==> config.mk <==
export PLATFORM = sky130hd
export DESIGN_NAME = perceptron_trainer
export DESIGN_NICKNAME = d
export VERILOG_FILES = /design/src/rtl/perceptron_trainer.sv
export SDC_FILE = /design/constraint.sdc
export NUM_CORES = 2
export LEC_CHECK = 0
export ABC_CLOCK_PERIOD_IN_PS = 29800
export CAP_MARGIN = 20
export CORE_MARGIN = 4
export CORE_UTILIZATION = 45
export DETAILED_ROUTE_END_ITERATION = 8
export SYNTH_ARGS = -nofsm -noshare
export SYNTH_HDL_FRONTEND = slang
export SYNTH_SLANG_ARGS = --single-unit
==> constraint.sdc <==
create_clock -name clk -period 29.8 [get_ports clk]
set_clock_uncertainty 0.15 [all_clocks]
set_input_delay 5.96 -clock clk [delete_from_list [all_inputs] [get_ports clk]]
set_output_delay 5.96 -clock clk [all_outputs]
set_load 0.05 [all_outputs]
==> src/rtl/perceptron_trainer.sv <==
// perceptron_trainer: perceptron learning-rule engine, one shared saturating fixed-point multiplier and adder,
// walks IDLE->SCALE->UPD1->UPD2->UPDB->DONE per sample and counts misclassified samples.
module perceptron_trainer #(
  parameter int SIGN = 1,
  parameter int Q_M = 15,
  parameter int Q_N = 16,
  parameter logic [SIGN+Q_M+Q_N-1:0] BIAS = 32'h0001_0000,
  parameter logic [SIGN+Q_M+Q_N-1:0] LR = 32'h0000_8000,
  parameter logic [SIGN+Q_M+Q_N-1:0] W1_INIT = 32'h0000_0000,
  parameter logic [SIGN+Q_M+Q_N-1:0] W2_INIT = 32'h0000_0000,
  parameter logic [SIGN+Q_M+Q_N-1:0] WB_INIT = 32'h0000_0000,
  parameter int CNT_W = 16
) (
  input  logic                      clk,
  input  logic                      rst_n,
  input  logic                      in_valid,
  output logic                      in_ready,
  input  logic [SIGN+Q_M+Q_N-1:0]   x1_in,
  input  logic [SIGN+Q_M+Q_N-1:0]   x2_in,
  input  logic [SIGN+Q_M+Q_N-1:0]   target,
  input  logic [SIGN+Q_M+Q_N-1:0]   prediction,
  input  logic                      load_en,
  input  logic [SIGN+Q_M+Q_N-1:0]   w1_load,
  input  logic [SIGN+Q_M+Q_N-1:0]   w2_load,
  input  logic [SIGN+Q_M+Q_N-1:0]   wb_load,
  input  logic                      clear_count,
  output logic [SIGN+Q_M+Q_N-1:0]   w1,
  output logic [SIGN+Q_M+Q_N-1:0]   w2,
  output logic [SIGN+Q_M+Q_N-1:0]   wb,
  output logic                      update_done,
  output logic [CNT_W-1:0]          err_count
);
  localparam int W = SIGN + Q_M + Q_N;
  localparam logic [2:0] IDLE = 3'd0, SCALE = 3'd1, UPD1 = 3'd2, UPD2 = 3'd3, UPDB = 3'd4, DONE = 3'd5;
  localparam logic [W-1:0] MAXV = {1'b0, {(W-1){1'b1}}};
  localparam logic [W-1:0] MINV = {1'b1, {(W-1){1'b0}}};

  logic [2:0] state_q, state_d;
  logic [W-1:0] w1_q, w1_d, w2_q, w2_d, wb_q, wb_d;
  logic [W-1:0] x1_q, x1_d, x2_q, x2_d, err_q, err_d, es_q, es_d;
  logic [CNT_W-1:0] cnt_q, cnt_d;
  logic [W-1:0] mul_a, mul_b, mul_r, add_a, add_b, add_r;
  logic signed [2*W-1:0] prod, prod_sh;
  logic [W:0] sum;
  logic sub;

  // Shared datapath: operands steered by state; IDLE reuses the adder to form target - prediction.
  always_comb begin
    mul_a = state_q == SCALE ? LR : es_q;
    mul_b = state_q == SCALE ? err_q : state_q == UPD1 ? x1_q : state_q == UPD2 ? x2_q : BIAS;
    prod = $signed({{W{mul_a[W-1]}}, mul_a}) * $signed({{W{mul_b[W-1]}}, mul_b});
    prod_sh = prod >>> Q_N;
    mul_r = (&prod_sh[2*W-1:W-1] | ~|prod_sh[2*W-1:W-1]) ? prod_sh[W-1:0] : prod_sh[2*W-1] ? MINV : MAXV;
    sub = state_q == IDLE;
    add_a = sub ? target : state_q == UPD1 ? w1_q : state_q == UPD2 ? w2_q : wb_q;
    add_b = sub ? prediction : mul_r;
    sum = {add_a[W-1], add_a} + (sub ? ~{add_b[W-1], add_b} : {add_b[W-1], add_b}) + {{W{1'b0}}, sub};
    add_r = sum[W] == sum[W-1] ? sum[W-1:0] : sum[W] ? MINV : MAXV;
  end

  always_comb begin
    state_d = state_q;
    w1_d = w1_q;
    w2_d = w2_q;
    wb_d = wb_q;
    x1_d = x1_q;
    x2_d = x2_q;
    err_d = err_q;
    es_d = es_q;
    cnt_d = cnt_q;
    case (state_q)
      IDLE: begin
        if (load_en) begin
          w1_d = w1_load;
          w2_d = w2_load;
          wb_d = wb_load;
        end else if (in_valid) begin
          x1_d = x1_in;
          x2_d = x2_in;
          err_d = add_r;
          state_d = SCALE;
        end
      end
      SCALE: begin
        es_d = mul_r;
        cnt_d = (err_q != '0 && ~&cnt_q) ? cnt_q + 1'b1 : cnt_q;
        state_d = UPD1;
      end
      UPD1: begin
        w1_d = add_r;
        state_d = UPD2;
      end
      UPD2: begin
        w2_d = add_r;
        state_d = UPDB;
      end
      UPDB: begin
        wb_d = add_r;
        state_d = DONE;
      end
      default: state_d = IDLE;
    endcase
    if (clear_count) cnt_d = '0;
  end

  always_ff @(posedge clk or negedge rst_n) begin
    if (!rst_n) begin
      state_q <= IDLE;
      w1_q <= W1_INIT;
      w2_q <= W2_INIT;
      wb_q <= WB_INIT;
      x1_q <= '0;
      x2_q <= '0;
      err_q <= '0;
      es_q <= '0;
      cnt_q <= '0;
    end else begin
      state_q <= state_d;
      w1_q <= w1_d;
      w2_q <= w2_d;
      wb_q <= wb_d;
      x1_q <= x1_d;
      x2_q <= x2_d;
      err_q <= err_d;
      es_q <= es_d;
      cnt_q <= cnt_d;
    end
  end

  assign in_ready = state_q == IDLE;
  assign update_done = state_q == DONE;
  assign w1 = w1_q;
  assign w2 = w2_q;
  assign wb = wb_q;
  assign err_count = cnt_q;
endmodule
## Word level (Yosys, flattened, before mapping)

Index checks and enable logic that the tools add are counted.

| storage, ports and cells | value |
|---|---|
| bits in registers | 243 |
| memory bits (read-only) | 0 |
| output and inout port bits | 114 |
| bits in latches | 0 |
| RAM bits | 0 |
| memories | 0 |

| cells by class | value |
|---|---|
| bitwise operators | 3 |
| div/mod/pow operators | 0 |
| shift-type cells | 0 |
| reduce and logical (&&, ||, !) cells | 19 |
| magnitude comparators | 0 |
| muxes and demuxes | 25 |
| multiply operators | 1 |
| eq/ne operators | 9 |
| $add $sub $neg | 3 |

Operators by type and width:

| cell | number |
|---|---|
| two-way mux 32 bit | 15 |
| case mux 32 bit (2 select lines) | 3 |
| multiplier 32 x 32 -> 64 bit | 1 |
| two-way mux 16 bit | 3 |
| adder 33 x 1 -> 33 bit | 1 |
| adder 33 bit | 1 |
| two-way mux 33 bit | 1 |
| NOT 33 bit | 1 |
| nonzero test 32 bit | 1 |
| AND reduction 17 bit | 1 |
| OR reduction 17 bit | 1 |
| adder 16 x 1 -> 16 bit, second input constant | 1 |
| AND reduction 16 bit | 1 |
| case mux 3 bit (5 select lines) | 1 |
| AND reduction 2 bit | 5 |
| nonzero test 2 bit | 5 |
| equality test 3 x 2 -> 1 bit, second input constant | 2 |
| equality test 3 bit, second input constant | 2 |
| two-way mux 3 bit | 2 |
| inequality test 2 bit, second input constant | 2 |
| equality test 3 x 1 -> 1 bit, second input constant | 1 |
| zero test 3 bit | 1 |
| AND reduction 3 bit | 1 |
| zero test 1 bit | 2 |
| 5 further kinds | 5 |

## Logic depth before layout (Yosys ltp)

| logic depth | value |
|---|---|
| depth in word-level cells | 17 |
| mapped depth | 56 |

## Least setup slack after synthesis

No wires, ideal clock.

| timing path | value |
|---|---|
| kind | register -> register |
| start point | register state_q[0] |
| end point | register err_q[30] |
| data arrival time | 13.654 ns |
| required time | 29.525 ns |
| period minus slack after synthesis | 13.929 ns |
| path slack | 15.871 ns |
| cell stages (with the launch flop) | 54 |
| path buffers | 8 |
| setup time | 0.125 ns |
| cells stage by stage | dfrtp_1 -> buf_4 -> clkbuf_1 -> clkbuf_1 -> buf_1 -> mux2i_1 -> nor2_1 -> clkbuf_1 -> nand2_1 -> inv_1 -> fa_1 -> fa_1 -> fa_1 -> inv_1 -> fa_1 -> inv_1 -> fa_1 -> fa_1 -> [... 18 more ...] -> o22ai_1 -> fa_1 -> a21o_1 -> a21oi_1 -> o21ai_0 -> a32oi_1 -> o21ai_0 -> a311oi_1 -> o311ai_0 -> a21oi_1 -> nor2b_1 -> nor3_1 -> a21oi_1 -> inv_1 -> nor2_2 -> buf_6 -> o21a_1 -> mux2_2 |

| between the ends | value |
|---|---|
| cells in the longest elaborated chain, start to end | 16 |

Ends and longest elaborated chain:

| element | line | source |
|---|---|---|
| from (decl) | 38 | `logic [2:0] state_q, state_d;` |
| from (signal assigned) | 118 | `state_q <= state_d;` |
| equality test 3 x 2 -> 1 bit | 50, 55 |  |
| two-way mux 32 bit (3 in series) | 50 | `mul_b = state_q == SCALE ? err_q : state_q == UPD1 ? x1_q : state_q == UPD2 ? x2_q : BIAS;` |
| multiplier 32 x 32 -> 64 bit | 51 | `prod = $signed({{W{mul_a[W-1]}}, mul_a}) * $signed({{W{mul_b[W-1]}}, mul_b});` |
| OR reduction 17 bit | 53 | `mul_r = (&prod_sh[2*W-1:W-1] \| ~\|prod_sh[2*W-1:W-1]) ? prod_sh[W-1:0] : prod_sh[2*W-1] ? MINV : MAXV;` |
| zero test 1 bit | 53 |  |
| bitwise OR 1 bit | 53 |  |
| two-way mux 32 bit | 53 |  |
| two-way mux 32 bit | 56 | `add_b = sub ? prediction : mul_r;` |
| NOT 33 bit | 57 | `sum = {add_a[W-1], add_a} + (sub ? ~{add_b[W-1], add_b} : {add_b[W-1], add_b}) + {{W{1'b0}}, sub};` |
| two-way mux 33 bit | 57 |  |
| adder 33 bit | 57 |  |
| adder 33 x 1 -> 33 bit | 57 |  |
| two-way mux 32 bit / equality test 1 bit (equally long branches) | 58 | `add_r = sum[W] == sum[W-1] ? sum[W-1:0] : sum[W] ? MINV : MAXV;` |
| two-way mux 32 bit | 58 |  |
| to (signal assigned) | 124 | `err_q <= err_d;` |
| to (decl) | 40 | `logic [W-1:0] x1_q, x1_d, x2_q, x2_d, err_q, err_d, es_q, es_d;` |

Several ways; a longest one is shown, not always the timed one.
A chain may end at the register's enable or synchronous reset.

## Worst setup path in the final report

| timing path | value |
|---|---|
| start point | register state_q[0] |
| end point | register w1_q[8] (netlist: w1[8]) |

| between the ends | value |
|---|---|
| cells in the longest elaborated chain, start to end | 17 |

Ends and longest elaborated chain:

| element | line | source |
|---|---|---|
| equality test 3 x 2 -> 1 bit | 50, 55 |  |
| two-way mux 32 bit (3 in series) | 50 |  |
| multiplier 32 x 32 -> 64 bit | 51 |  |
| OR reduction 17 bit | 53 |  |
| zero test 1 bit | 53 |  |
| bitwise OR 1 bit | 53 |  |
| two-way mux 32 bit | 53 |  |
| two-way mux 32 bit | 56 |  |
| NOT 33 bit | 57 |  |
| two-way mux 33 bit | 57 |  |
| adder 33 bit | 57 |  |
| adder 33 x 1 -> 33 bit | 57 |  |
| two-way mux 32 bit / equality test 1 bit (equally long branches) | 58 |  |
| two-way mux 32 bit | 58 |  |
| case mux 32 bit (2 select lines) | 71 | `case (state_q)` |
| to (signal assigned) | 119 | `w1_q <= w1_d;` |
| to (decl) | 39 | `logic [W-1:0] w1_q, w1_d, w2_q, w2_d, wb_q, wb_d;` |

Several ways; a longest one is shown, not always the timed one.

==> out/qor.csv <==
metric,value,unit
full die area,0.116,mm²
critical path startpoint category,register,
syn nets,7167,
"commonest non-fill, non-tap cell in the layout",fa_1,
latest clock arrival within the worst-skew pair,0.60,ns
Fin. Hold Viols,0,
"commonest cells after routing, fill and taps aside","fa_1, inv_1, nand2_1",
DRT antenna net count,0,
initial DRC count,4142,
Slew Limit Headroom,0.199,
post-CTS setup buffers,0,
Worst path slowest cell,fa_1,
final wirelength,196000,µm
WL/cell,26.8,µm
clock transition at the registers of the reported paths,0.07,ns
outcome,completed,
max cap viols,0,
first-pass GRT wire length,294000,µm
WP data arrival,17.73,ns
Post-layout nets,7321,
H-tree depth,1,
initial antenna violation count,12,
port bufs,342,
die height,340,µm
RSZ-0062 raised after global routing,false,
max incr delay on CP,1.02,ns
Slew @ Worst Pin,1.19,ns
post_cts resized,0,
Post-Syn Area,0.0496,mm²
synthesis-to-finish area growth,12.1,%
Setup CP Type,register to register,
Num CTS Buffers,28,
Pre-Repair DR Iteration Count,6,
Overflow after GRT,0,
post-route DRC violation count,0,
Worst Path Max Fanout,51,
"Slew Viols, Final",0,
clk root buf,clkbuf_16,
critical path required time,30.16,ns
number of cell rows,121,
share of cells above drive strength 1,0.0411,
GR Util All Layers,0.343,
# clock sinks,243,
hold_buf cts,0,
gp weighted congestion,1.01,
die extent in x,340,µm
Setup TNS,0,ns
Initial Util,0.454,
maximum clock path buffer count,3,
hold path cells,2,
asr flop ratio synth,1.00,
Yosys cell types,86,
sequential fraction of the synthesis area,0.123,
dominant synthesized flop cell,dfrtp_1,
vias per inst,5.77,
crit end category,register,
period utilization,0.583,
Post-synth EDFFs,0,
vias in the first global route,44500,
Post-Synthesis Cells,5644,
register bit count reported by yosys,243,
fmax,0.0575,GHz
HPWL after DPL,158000,µm
Mapped Avg Cell Area,8.78,µm²
crit-path most repeated cell,fa_1,
largest net degree at the start of global routing,103,
Tmin final,17.38,ns
Via Count,42100,
CTS tree,done,
reg2reg path depth,45,
HP Class,register to register,
Ys Warns,0,
I/O pins,343,
Core Footprint,0.109,mm²
final setup vio count,0,
## stage by stage
step | instances | utilization | hold slack (ns) | setup WS, ns | instance area (µm²)
2_1_floorplan | 5644 | - | 0.288 | 15.87 | 49600
3_3_place_gp | 7242 | 0.499 | 0.305 | 13.30 | 54500
3_5_place_dp | 7243 | 0.499 | 0.308 | 12.64 | 54500
4_1_cts | 7294 | 0.509 | 0.324 | 12.58 | 55500
5_1_grt | 7295 | 0.509 | 0.342 | 11.13 | 55500
6_report | 7298 | 0.509 | 0.321 | 12.42 | 55500
## flip-flops by register name (all words and copies together) (netlist names)
signal and flops:
w2 32, x1_q 32, state_q 3, err_count 16, x2_q 32, wb 32
es_q 32, w1 32, err_q 32
## Yosys cell counts, drive strengths merged (14+ instances only)
cell,count,share of area
xor2,37,0.0065
a211oi,18,0.0027
nor4,18,0.0027
inv,972,0.074
a21o,31,0.0047
dfrtp,243,0.12
o21a,23,0.0035
buf,31,0.0030
and2,69,0.0087
nor2,703,0.054
or3,15,0.0019
mux2i,48,0.0097
nor3,38,0.0038
xnor2,53,0.0094
a221oi,37,0.0065
o21ai,232,0.023
nor2b,23,0.0029
nand3,29,0.0029
a22oi,116,0.018
o22ai,27,0.0034
nand2,894,0.068
mux2,26,0.0060
o21bai,23,0.0035
ha,212,0.054
fa,1082,0.44
clkbuf,300,0.023
nand4,39,0.0050
a21oi,155,0.016
a22o,14,0.0025
## area by class of cell
| cell class | count | area [µm²] |
|---|---|---|
| clock inverters | 13 | 259 |
| diodes | 3 | 7.51 |
| inverters | 972 | 3650 |
| well taps | 1476 | 1850 |
| fillers | 10400 | 53600 |
| repair buffers | 455 | 4320 |
| flip-flops and latches | 243 | 6090 |
| clock buffers | 38 | 758 |
| multi-input cells | 4098 | 38600 |
## critical path: cells and delay by family (launching register included)
family	cells	cell delay, ns
buf+inv	6	1.40
fa+ha+maj	10	5.95
flops	1	0.94
compound gates	11	2.99
simple gates	17	5.19
xor+xnor	1	0.58
## final timing paths
check                                      endpoint  slack, ns                    from
setup / recovery                  w1[8]$_DFFE_PN0P_      12.42  state_q[0]$_DFFE_PN0P_
hold / removal                  x1_q[7]$_DFFE_PN0P_       0.32     x1_q[7]$_DFFE_PN0P_
setup reg to reg                  w1[8]$_DFFE_PN0P_      12.42  state_q[0]$_DFFE_PN0P_
hold reg to reg                 x1_q[7]$_DFFE_PN0P_       0.32     x1_q[7]$_DFFE_PN0P_
max in group asynchronous  err_count[0]$_DFFE_PN0P_      21.83                   rst_n
min in group asynchronous         w2[5]$_DFFE_PN0P_       5.22                   rst_n
## routing by layer
layer  share of wire  vias up  GRT usage
met5         0.00028        -          0
met1            0.38    21600      0.456
met4           0.057        8      0.150
li1                -    17700          -
met2            0.45     2368      0.532
met3            0.12      413     0.0895
## cell families after synthesis
kind of cell    synth area share
xor+xnor                  0.0159
buf+inv                   0.0994
simple gates               0.159
mux                       0.0157
compound gates            0.0962
flops                      0.123
fa+ha+maj                  0.492
Power is left out: the tool's default activity adds up to more than one toggle a clock period on the data nets, which glitch-free logic cannot reach.
